## src/rtl/systolic_array_mac_ctrl.sv

```systemverilog
// Array-side sequencer for an N x N weight-stationary systolic array: weight preload, MAC beat timing, drain beats.
// Optional macro SA_CTRL_PERF_EN adds a saturating stall_cycles counter output.
module systolic_array_mac_ctrl #(
    parameter int data_w  = 16,
    parameter int mul_len = 2,
    parameter int add_len = 3,
    parameter int N       = 4,
    parameter int ROW_W   = 8
) (
    input  logic                                 CLK,
    input  logic                                 RST,
    input  logic                                 cmd_valid,
    input  logic [ROW_W-1:0]                     num_rows,
    output logic                                 cmd_ready,
    input  logic                                 w_valid,
    output logic                                 w_ready,
    output logic [$clog2(N)-1:0]                 weight_row,
    input  logic                                 in_valid,
    output logic                                 in_ready,
    output logic                                 feed_zero,
    output logic                                 mac_start,
    output logic [$clog2(mul_len+add_len)-1:0]   mac_count,
    output logic                                 mac_shift,
    output logic                                 out_valid,
    output logic                                 busy,
    output logic                                 done
`ifdef SA_CTRL_PERF_EN
    ,
    output logic [31:0]                          stall_cycles
`endif
);

    localparam int MAC_LEN = mul_len + add_len;
    localparam int CNT_W   = $clog2(MAC_LEN);
    localparam int WR_W    = $clog2(N);
    localparam int BEAT_W  = ROW_W + 1;

    // Counter widths collapse to zero below these sizes.
    if (N < 2 || MAC_LEN < 2 || data_w < 1) begin : g_bad_params
        $error("systolic_array_mac_ctrl: N and MAC_LEN must be >= 2, data_w >= 1");
    end

    typedef enum logic [1:0] {
        IDLE   = 2'd0,
        LOAD_W = 2'd1,
        BEAT   = 2'd2,
        DONE   = 2'd3
    } state_t;

    state_t             state_reg, state_next;
    logic [ROW_W-1:0]   rows_reg, rows_next;
    logic [WR_W-1:0]    wrow_reg, wrow_next;
    logic [BEAT_W-1:0]  beat_reg, beat_next;
    logic [CNT_W-1:0]   cyc_reg, cyc_next;

    logic [BEAT_W-1:0]  beats_total;
    logic               data_beat;
    logic               last_beat;
    logic               cyc_last;

    // Beat counter is one bit wider than num_rows so R + N - 1 cannot wrap.
    assign beats_total = BEAT_W'(rows_reg) + BEAT_W'(N - 1);
    assign data_beat   = beat_reg < BEAT_W'(rows_reg);
    assign last_beat   = beat_reg == (beats_total - BEAT_W'(1));
    assign cyc_last    = cyc_reg == CNT_W'(MAC_LEN - 1);

    always_ff @(posedge CLK) begin
        if (RST) begin
            state_reg <= IDLE;
            rows_reg  <= '0;
            wrow_reg  <= '0;
            beat_reg  <= '0;
            cyc_reg   <= '0;
        end else begin
            state_reg <= state_next;
            rows_reg  <= rows_next;
            wrow_reg  <= wrow_next;
            beat_reg  <= beat_next;
            cyc_reg   <= cyc_next;
        end
    end

    always_comb begin
        state_next = state_reg;
        rows_next  = rows_reg;
        wrow_next  = wrow_reg;
        beat_next  = beat_reg;
        cyc_next   = cyc_reg;
        cmd_ready  = 1'b0;
        w_ready    = 1'b0;
        weight_row = '0;
        in_ready   = 1'b0;
        feed_zero  = 1'b0;
        mac_start  = 1'b0;
        mac_count  = '0;
        mac_shift  = 1'b0;
        out_valid  = 1'b0;
        busy       = 1'b0;
        done       = 1'b0;

        case (state_reg)
            IDLE: begin
                cmd_ready = 1'b1;
                if (cmd_valid) begin
                    rows_next  = num_rows;
                    wrow_next  = '0;
                    beat_next  = '0;
                    cyc_next   = '0;
                    state_next = (num_rows == '0) ? DONE : LOAD_W;
                end
            end

            LOAD_W: begin
                busy       = 1'b1;
                weight_row = wrow_reg;
                w_ready    = w_valid;
                if (w_valid) begin
                    if (wrow_reg == WR_W'(N - 1)) begin
                        state_next = BEAT;
                        beat_next  = '0;
                        cyc_next   = '0;
                    end else begin
                        wrow_next = wrow_reg + 1'b1;
                    end
                end
            end

            BEAT: begin
                busy      = 1'b1;
                mac_count = cyc_reg;
                feed_zero = !data_beat;
                // A data beat cannot start until its input row is present.
                if (!(cyc_reg == '0 && data_beat && !in_valid)) begin
                    if (cyc_reg == '0) begin
                        mac_start = 1'b1;
                        in_ready  = data_beat;
                    end
                    if (cyc_last) begin
                        mac_shift = 1'b1;
                        out_valid = beat_reg >= BEAT_W'(N - 1);
                        cyc_next  = '0;
                        if (last_beat) begin
                            state_next = DONE;
                        end else begin
                            beat_next = beat_reg + 1'b1;
                        end
                    end else begin
                        cyc_next = cyc_reg + 1'b1;
                    end
                end
            end

            DONE: begin
                done       = 1'b1;
                state_next = IDLE;
            end

            default: state_next = IDLE;
        endcase
    end

`ifdef SA_CTRL_PERF_EN
    logic [31:0] stall_reg;
    logic        stall_now;

    assign stall_now    = (state_reg == BEAT) && (cyc_reg == '0) && data_beat && !in_valid;
    assign stall_cycles = stall_reg;

    always_ff @(posedge CLK) begin
        if (RST) begin
            stall_reg <= '0;
        end else if (state_reg == IDLE && cmd_valid) begin
            stall_reg <= '0;
        end else if (stall_now && stall_reg != 32'hFFFF_FFFF) begin
            stall_reg <= stall_reg + 32'd1;
        end
    end
`endif

endmodule

```

## config.mk

```make
export PLATFORM = sky130hd
export DESIGN_NAME = systolic_array_mac_ctrl
export DESIGN_NICKNAME = d
export VERILOG_FILES = /design/src/rtl/systolic_array_mac_ctrl.sv
export SDC_FILE = /design/constraint.sdc
export NUM_CORES = 1
export LEC_CHECK = 0
export ABC_AREA = 1
export BUFFER_PORTS_ARGS = -buffer_cell sky130_fd_sc_hd__clkbuf_2
export CAP_MARGIN = 0
export CORE_MARGIN = 2
export CORE_UTILIZATION = 25
export CTS_CLUSTER_DIAMETER = 80
export DETAILED_ROUTE_END_ITERATION = 7
export PLACE_DENSITY = 0.44
export SKIP_LAST_GASP = 1
export SLEW_MARGIN = 20
export SYNTH_ARGS = -nofsm -noshare
export SYNTH_HDL_FRONTEND = slang
export SYNTH_SLANG_ARGS = --single-unit
```

## constraint.sdc

```tcl
create_clock -name CLK -period 4.1 [get_ports CLK]
set_input_delay 0.82 -clock CLK [delete_from_list [all_inputs] [get_ports CLK]]
set_output_delay 0.82 -clock CLK [all_outputs]
set_load 0.1 [all_outputs]
```

==> summary.md, run 1 <==
| Metric | Value |
|---|---|
| Leakage | `0.00110 µW` |
| Met3 Usage GRT | `0.0153` |
| Critical path class | `reg2out` |
| Met1 Use GR | `0.163` |
| Clk root buf | `clkbuf_8` |
| CTS buffer count | `3` |
| Final worst slack | `0.952 ns` |
| Max rail drop VDD | `0.000456 V` |
| CTS Buffer Depth | `2` |
| Site Rows | `32` |
| CP Launch Type | `register` |
| H-tree levels | `1` |
| RSZ-0062 raised after global routing | `false` |
| Chip height | `93.5 µm` |
| Layer with the highest usage | `met2` |
| Fraction of layout cells with a size suffix above 1 | `0.139` |
| Number of synthesized flops with an enable pin | `0` |
| Core Area | `0.00777 mm²` |
| Cell-internal power | `742 µW` |
| Die area | `0.00875 mm²` |
| Crit-path max FO | `7` |
| Pre-antenna DRT Iters | `4` |
| Via density | `4.53` |
| Total GRT Usage | `0.131` |
| Req. time, crit path | `3.28 ns` |
| CTS tree | `built` |
| Vias in the first global route | `2062` |
| Syn_area_per_cell | `6.22 µm²` |
| Crit share post-route | `0.768` |
| Register area share after synthesis | `0.240` |
| Pwr Density | `792 mW/mm²` |
| Max Cap Viol | `0` |
| Initial antenna violation count | `0` |
| Initial Util | `0.258` |
| Slew at the pin closest to its max-slew limit | `0.634 ns` |
| Count of pins over their slew limit | `0` |
| Post-synth ARST share | `0` |
| Period minus WS final | `3.15 ns` |
| Sw frac | `0.587` |
| Layout net count | `377` |
| Status | `finished clean` |
| GR Util met2 | `0.237` |
| CTS clk-pin slew, worst paths | `0.09 ns` |
| DRT Wirelength | `5.22 mm` |
| Relative slew slack | `0.577` |
| Design Area, Final | `0.00227 mm²` |
| Final Setup Violations | `0` |
| Die width | `93.5 µm` |
| Area growth, synth to finish | `13.2%` |
| Endpoints failing hold | `0` |
| GRT Residual Overflow | `0` |
| Net Sw Power | `1060 µW` |
| Clk_lat worst skew | `0.27 ns` |
| Seq pwr share | `0.234` |
| Largest register FFs | `9` |
| Detailed-route DRC error count | `0` |
| Synthesized Nets | `352` |
| Clock Power Share | `0.081` |
| N_diodes | `0` |
| First-pass GRT wire length | `9.23 mm` |
| FF+latch count, synth | `24` |
| Fillers | `932` |
| Largest net degree at the start of global routing | `22` |
| WP data arrival | `2.33 ns` |
| Placed cell area | `0.00223 mm²` |
| Antenna-violating nets left | `0` |
| Max Clock Freq | `318 MHz` |
| 1st-iter DRT viols | `89` |
| Ys flop type | `dfxtp_1` |
| Fin util | `0.292` |
| Io pins | `27` |
| CTS Hold Buffers Added | `0` |
| Setup Buffers After CTS | `0` |
| CP endpoint kind | `output pin` |
| DR WL/cell | `11.7 µm` |
| Post-cts resize count | `0` |
| Vias | `2027` |
| Clock Skew | `0.00830 ns` |
| Commonest non-fill, non-tap cells in the layout | `75 x nand2_1, 45 x inv_1, 35 x nor2_1` |
| Clock tree sinks | `24` |
| Hold slack | `0.476 ns` |
| Synth warn | `0` |
| Routability cong. | `0.804` |
| Post-place setup slack | `1.26 ns` |
| Final HPWL DP | `4.16 mm` |
| Synth Cell Area | `0.00200 mm²` |
| Mapped Cells | `322` |
| Fin Setup TNS | `0 ns` |
| Min-Delay Path Class | `reg2reg` |
| Cell variety after synth | `33` |
| Most common cell after layout, fill and taps aside | `nand2_1` |
| PortBufs | `26` |
| Combinational power share | `0.685` |
==> power groups by stage <==
stage | clock (µW) | sequential [µW] | combinational (µW)
after detailed placement | 0 | 427 | 1240
after global placement | 0 | 428 | 1230
after CTS | 157 | 421 | 1240
after floorplan | 0 | 393 | 1060
after global routing | 159 | 437 | 1420
final | 145 | 421 | 1230
==> area by class of cell <==
cell class	instances	area, µm²	area share
tap	102	128	0.0562
inverter	48	181	0.0799
clock buffer	3	41.3	0.0182
sequential	24	480	0.212
multi-input combinational	243	1300	0.573
timing repair buffer	27	138	0.0606
==> metrics by stage <==
stage          total power [µW]  std cells
2_1_floorplan              1450        322
3_3_place_gp               1660        444
3_5_place_dp               1660        444
4_1_cts                    1820        447
5_1_grt                    2010        447
6_report                   1800        447
==> final timing paths <==
| kind | slack (ns) | from | to | cells past startpoint |
|---|---|---|---|---|
| max | 0.95 | rows_reg[3]$_SDFFE_PP0P_ | in_ready | 11 |
| min | 0.48 | rows_reg[0]$_SDFFE_PP0P_ | rows_reg[0]$_SDFFE_PP0P_ | 2 |
| max reg2reg | 1.86 | state_reg[0]$_SDFFE_PP0P_ | beat_reg[0]$_SDFFE_PP0P_ | 13 |
| min reg2reg | 0.48 | rows_reg[0]$_SDFFE_PP0P_ | rows_reg[0]$_SDFFE_PP0P_ | 2 |
==> synthesized netlist by cell type (2+ instances only) <==
cell      number  area (µm²)
and2_1         2        12.5
nor2_1        37         139
inv_1         45         169
inv_2          2        7.51
buf_6          2        22.5
o21ai_0       17        85.1
or2_2          2        12.5
clkbuf_1       3        11.3
a21oi_1       24         120
nand3_2        3        30.0
nor2_2         3        18.8
nand2_2        2        12.5
nand3_1       34         170
nor2_4         2        22.5
nand4_1        9        56.3
nor4_1         2        12.5
nor3_1         4        20.0
dfxtp_1       24         480
ha_1          17         213
nand2_1       75         282
==> layer usage <==
layer,part of all wire,wire length (µm)
met1,0.48,2480
met2,0.49,2540
met3,0.028,145
met4,0.010,53
met5,0,0
==> critical path, stage by stage, from the launching register on <==
cell and delay (ns):
dfxtp_1 0.45, inv_1 0.12, ha_1 0.30, nand2_1 0.06, inv_1 0.05, nand3_1 0.07, nor2_1 0.04, nor2_1 0.14
and2_1 0.19, nand3_1 0.08, nor2_1 0.10, clkbuf_2 0.46
==> cells by family after synthesis <==
| group | synth area share |
|---|---|
| AOI/OAI and AO/OA | 0.127 |
| DFF | 0.240 |
| and+or+nand+nor | 0.409 |
| xor gates and xnor gates | 0.00437 |
| adders and majority gates | 0.106 |
| buffers and inverters | 0.114 |
(Power assumes the default switching activity.)
==> inputs of run 2 (changes only) <==
--- a/config.mk
+++ b/config.mk
@@ -5,14 +5,14 @@
 export SDC_FILE = /design/constraint.sdc
 export NUM_CORES = 1
 export LEC_CHECK = 0
-export ABC_AREA = 1
+export ABC_AREA = 0
 export BUFFER_PORTS_ARGS = -buffer_cell sky130_fd_sc_hd__clkbuf_2
 export CAP_MARGIN = 0
 export CORE_MARGIN = 2
 export CORE_UTILIZATION = 25
 export CTS_CLUSTER_DIAMETER = 80
 export DETAILED_ROUTE_END_ITERATION = 7
-export PLACE_DENSITY = 0.44
+export PLACE_DENSITY = 0.46
 export SKIP_LAST_GASP = 1
 export SLEW_MARGIN = 20
 export SYNTH_ARGS = -nofsm -noshare
==> constraint.sdc (replaced) <==
create_clock -name CLK -period 2.8 [get_ports CLK]
set_input_delay 0.56 -clock CLK [delete_from_list [all_inputs] [get_ports CLK]]
set_output_delay 0.56 -clock CLK [all_outputs]
set_load 0.1 [all_outputs]
==> run 2 against run 1 <==
Against the previous run: largest cell class unchanged; largest power group unchanged; routed wire length decreased by 9.7%; the run now ends with setup timing left; core utilization up 3.3 points; final area down 1.7%.
==> summary.md, run 2 <==
| Metric | Value |
|---|---|
| Status | `finished, violations left` |
| Failing checks | `setup timing` |
| CP Launch Type | `register` |
| CTS tree | `built` |
| N_diodes | `0` |
| Hold slack | `0.486 ns` |
| Final HPWL DP | `3.64 mm` |
| Post-Synth Simple-Gate Area | `0.298` |
| Vias in the first global route | `1642` |
| Post-place setup slack | `0.110 ns` |
| Post-Synth XOR/XNOR Area | `0.0389` |
| Synth Cell Area | `0.00180 mm²` |
| Routability cong. | `0.802` |
| Total GRT Usage | `0.128` |
| Critical path class | `reg2out` |
| Die area | `0.00790 mm²` |
| Compound-gate portion of the synthesized area | `0.194` |
| Period minus WS final | `2.81 ns` |
| Placed cell area | `0.00215 mm²` |
| Yosys top cell by area | `dfxtp_1` |
| CTS Buffer Depth | `2` |
| CTS buffer count | `3` |
| Clk root buf | `clkbuf_8` |
| Antenna-violating nets left | `0` |
| 1st-iter DRT viols | `80` |
| Max rail drop VDD | `0.000586 V` |
| Post-synthesis mux area share | `0.0285` |
| CP endpoint kind | `output pin` |
| Mapped Cells | `229` |
| WP data arrival | `2.25 ns` |
| Layout net count | `293` |
| Number of synthesized flops with an enable pin | `0` |
| Min-Delay Path Class | `reg2reg` |
| DRT Wirelength | `4.71 mm` |
| Core Area | `0.00687 mm²` |
| Synth warn | `0` |
| PortBufs | `26` |
| CTS clk-pin slew, worst paths | `0.08 ns` |
| GRT Residual Overflow | `0` |
| Adder-cell share of the synthesized area | `0.118` |
| Fillers | `747` |
| Initial antenna violation count | `0` |
| Largest family of logic cells by synthesized area | `simple AND/OR/NAND/NOR gates` |
| Io pins | `27` |
| Top cells by area, synth | `dfxtp_1 27%, ha_1 12%, a21oi_1 7.2%` |
| Clk_lat worst skew | `0.27 ns` |
| Synthesized Nets | `259` |
| Pre-antenna DRT Iters | `4` |
| Clock Skew | `0.00490 ns` |
| DR WL/cell | `13.2 µm` |
| Fin util | `0.325` |
| Post-synth ARST share | `0` |
| Max Cap Viol | `0` |
| Detailed-route DRC error count | `0` |
| Initial Util | `0.262` |
| Synth cell count leaders | `26 x a21oi_1, 24 x dfxtp_1, 22 x nand2_1` |
| CTS Hold Buffers Added | `0` |
| Syn_area_per_cell | `7.87 µm²` |
| Commonest non-fill, non-tap cells in the layout | `25 x a21oi_1, 23 x clkbuf_2, 22 x nand2_1` |
| Crit-path max FO | `3` |
| Endpoints failing hold | `0` |
| Largest net degree at the start of global routing | `25` |
| Clock tree sinks | `24` |
| Final Setup Violations | `1` |
| Crit share post-route | `1.00` |
| Chip height | `88.9 µm` |
| Die width | `88.9 µm` |
| First-pass GRT wire length | `7.99 mm` |
| Cell variety after synth | `47` |
| Slew at the pin closest to its max-slew limit | `0.542 ns` |
| Top-count cell post-synth | `a21oi_1` |
| Fraction of layout cells with a size suffix above 1 | `0.226` |
| Via density | `4.80` |
| Synth top area share | `0.267` |
| Count of pins over their slew limit | `0` |
| Max Clock Freq | `356 MHz` |
| Vias | `1712` |
| Pwr Density | `670 mW/mm²` |
| H-tree levels | `1` |
| Site Rows | `30` |
| Ys flop type | `dfxtp_1` |
| Req. time, crit path | `2.24 ns` |
| Register area share after synthesis | `0.267` |
| Area growth, synth to finish | `23.9%` |
| Leakage | `0.000909 µW` |
| Most common cell after layout, fill and taps aside | `a21oi_1` |
| Largest register FFs | `9` |
| Fin Setup TNS | `-0.0114 ns` |
| RSZ-0062 raised after global routing | `true` |
| Relative slew slack | `0.638` |
| FF+latch count, synth | `24` |
| Final worst slack | `-0.0114 ns` |
| Design Area, Final | `0.00223 mm²` |
## run 2: critical path, stage by stage, from the launching register on
cell,delay (ns)
dfxtp_2,0.34
inv_2,0.04
ha_4,0.23
nor2b_4,0.12
o21a_1,0.16
o21ai_1,0.15
a21oi_2,0.08
or4_4,0.46
o21a_1,0.23
buf_12,0.17
## run 2: cells by family after synthesis
group,after synthesis
simple gates,98
mux,5
buf+inv,23
compound gates,54
fa+ha+maj,17
xor+xnor,8
flops,24
## run 2: final cells by class
cell class,instances,area [µm²],share of cell area
Tap cell,96,120,0.0538
Clock buffer,3,41.3,0.0185
Inverter,14,52.6,0.0235
Timing Repair Buffer,38,265,0.119
Sequential cell,24,484,0.217
Multi-Input combinational cell,182,1270,0.568
## run 2: final timing paths
path	from	to	slack [ns]	depth (start not counted)
worst max-delay path	rows_reg[1]$_SDFFE_PP0P_	mac_start	-0.01	9
worst min-delay path	rows_reg[0]$_SDFFE_PP0P_	rows_reg[0]$_SDFFE_PP0P_	0.49	2
worst max register to register	rows_reg[1]$_SDFFE_PP0P_	state_reg[1]$_SDFFE_PP0P_	0.21	9
worst min register to register	rows_reg[0]$_SDFFE_PP0P_	rows_reg[0]$_SDFFE_PP0P_	0.49	2
## run 2: timing repair
item / CTS / global route
endpoints found under the setup margin: 3 / 3
gates resized for setup: 4 / 6
pin swaps: 0 / 1
setup buffers: 1 / 0
## run 2: power by group
group | switching [µW] | internal [µW] | total (µW)
clock | 114 | 96.4 | 211
combinational | 576 | 283 | 858
sequential | 44.2 | 382 | 427
total | 734 | 761 | 1500
## run 2: routing by layer
metal / routed length [µm] / track usage / vias up
met5: 0 / 0 / -
met4: 72 / 0.0399 / 0
met3: 136 / 0.0148 / 6
met2: 2160 / 0.207 / 32
met1: 2350 / 0.179 / 790
li1: - / - / 884
## run 2: through the flow
step	power (µW)	std cells
floorplan	1060	229
global placement	1260	353
detailed placement	1270	353
CTS	1490	357
global route	1600	357
finish	1500	357
==> inputs of run 3 (changes only) <==
--- a/config.mk
+++ b/config.mk
@@ -10,6 +10,7 @@
 export CAP_MARGIN = 0
 export CORE_MARGIN = 2
 export CORE_UTILIZATION = 25
+export CTS_BUF_LIST = sky130_fd_sc_hd__clkbuf_4
 export CTS_CLUSTER_DIAMETER = 80
 export DETAILED_ROUTE_END_ITERATION = 7
 export PLACE_DENSITY = 0.46
==> run 3 against run 2 <==
Against the previous run: the run still ends with setup timing left; register-to-register slack gained 0.04 ns; worst setup slack lost 0.049 ns; final area shrank 0.39%; die area is the same; core utilization shrank 0.13 points; critical path type unchanged.
==> summary.md, run 3 (same netlist as run 2, synthesis figures left out) <==
| Metric | Value |
|---|---|
| Count of pins over their slew limit | `0` |
| Min-Delay Path Class | `in2reg` |
| CP Launch Type | `register` |
| Max Clock Freq | `350 MHz` |
| Endpoints failing hold | `0` |
| Core Area | `0.00687 mm²` |
| R2R depth | `9` |
| Total GRT Usage | `0.128` |
| Fillers | `749` |
| Largest net degree at the start of global routing | `25` |
| Req. time, crit path | `2.24 ns` |
| Design Area, Final | `0.00222 mm²` |
| H-tree levels | `1` |
| Final worst slack | `-0.0602 ns` |
| Initial Util | `0.262` |
| Antenna-violating nets left | `0` |
| DRT Wirelength | `4.71 mm` |
| Clk_lat worst skew | `0.31 ns` |
| Routability cong. | `0.802` |
| Max rail drop VDD | `0.000573 V` |
| Vias in the first global route | `1664` |
| Period minus WS final | `2.86 ns` |
| Pre-antenna DRT Iters | `4` |
| Fraction of layout cells with a size suffix above 1 | `0.229` |
| Critical path class | `reg2out` |
| CTS tree | `built` |
| Initial antenna violation count | `0` |
| Vias | `1710` |
| Layout net count | `294` |
| Leakage | `0.000906 µW` |
| First-pass GRT wire length | `8.01 mm` |
| DR WL/cell | `13.2 µm` |
| 1st-iter DRT viols | `70` |
| CTS buffer count | `3` |
| Final Setup Violations | `1` |
| Die width | `88.9 µm` |
| CTS Buffer Depth | `2` |
| Via density | `4.78` |
| WP data arrival | `2.30 ns` |
| RSZ-0062 raised after global routing | `true` |
| Placed cell area | `0.00215 mm²` |
| Largest register FFs | `9` |
| Commonest non-fill, non-tap cells in the layout | `25 x a21oi_1, 23 x clkbuf_2, 22 x nand2_1` |
| Slew at the pin closest to its max-slew limit | `0.542 ns` |
| Detailed-route DRC error count | `0` |
| Status | `finished, violations left` |
| CTS Hold Buffers Added | `0` |
| Clk root buf | `clkbuf_4` |
| Chip height | `88.9 µm` |
| Die area | `0.00790 mm²` |
| N_diodes | `0` |
| Pwr Density | `653 mW/mm²` |
| Clock tree sinks | `24` |
| Relative slew slack | `0.640` |
| Crit share post-route | `1.02` |
| Io pins | `27` |
| Placed insts | `353` |
| GRT Residual Overflow | `0` |
| Final HPWL DP | `3.64 mm` |
| CP endpoint kind | `output pin` |
| Crit-path max FO | `3` |
| PortBufs | `26` |
| Post-place setup slack | `0.110 ns` |
| Hold depth | `3` |
| Max Cap Viol | `0` |
| Area growth, synth to finish | `23.4%` |
| Failing checks | `setup timing` |
| Clock Skew | `0.0125 ns` |
| Site Rows | `30` |
| Non-Filler Instances | `358` |
| CTS clk-pin slew, worst paths | `0.12 ns` |
| Most common cell after layout, fill and taps aside | `a21oi_1` |
run 3: cell count changes in the layout (fill, tap and decap cells not counted):
| cell | change |
|---|---|
| buf_4 | +1 |
| clkbuf_4 | +3 |
| dfxtp_4 | +1 |
| clkbuf_8 | -3 |
| dfxtp_2 | -1 |
run 3: per-layer routing:
| layer | global-route usage | wire [µm] | vias up |
|---|---|---|---|
| li1 | - | - | 886 |
| met1 | 0.176 | 2320 | 796 |
| met2 | 0.213 | 2230 | 24 |
| met3 | 0.0120 | 100 | 4 |
| met4 | 0.0399 | 56 | 0 |
| met5 | 0 | 0 | - |
run 3: per-stage QoR:
step	utilization	hold slack [ns]	power, µW	TNS [ns]
2_1_floorplan	-	0.441	1060	-0.213
3_3_place_gp	0.313	0.477	1260	0
3_5_place_dp	0.313	0.480	1270	0
4_1_cts	0.323	0.470	1470	-0.0674
5_1_grt	0.324	0.483	1560	-0.280
6_report	0.324	0.492	1450	-0.0602
run 3: layout make-up:
class / count / area (µm²) / area share
Clock buffer: 3 / 22.5 / 0.0101
Multi-Input combinational cell: 182 / 1270 / 0.571
Sequential cell: 24 / 487 / 0.219
Timing Repair Buffer: 39 / 273 / 0.123
Tap cell: 96 / 120 / 0.0540
Inverter: 14 / 52.6 / 0.0236
run 3: timing repair:
| action | in CTS | in global routing |
|---|---|---|
| pin swaps | 1 | 1 |
| buffers inserted | 2 | 0 |
| endpoints found under the setup margin | 3 | 4 |
| resized for setup | 9 | 1 |
run 3: final timing paths:
kind	from	end	slack, ns
worst min register to register	rows_reg[0]$_SDFFE_PP0P_	rows_reg[0]$_SDFFE_PP0P_	0.49
worst max-delay path	rows_reg[1]$_SDFFE_PP0P_	mac_start	-0.06
worst min-delay path	num_rows[1]	rows_reg[1]$_SDFFE_PP0P_	0.49
worst max register to register	rows_reg[1]$_SDFFE_PP0P_	state_reg[1]$_SDFFE_PP0P_	0.25
run 3: critical path, cell delays in order (launching register included):
cell and delay (ns):
dfxtp_2 0.35, inv_2 0.04, ha_4 0.23, nor2b_4 0.12
o21a_1 0.17, o21ai_1 0.14, a21oi_2 0.08, or4_4 0.46
o21a_1 0.23, buf_12 0.17
run 3: report_power, final:
| part | internal, µW | switching, µW |
|---|---|---|
| clock | 50.3 | 104 |
| combinational | 293 | 579 |
| sequential | 382 | 44.0 |
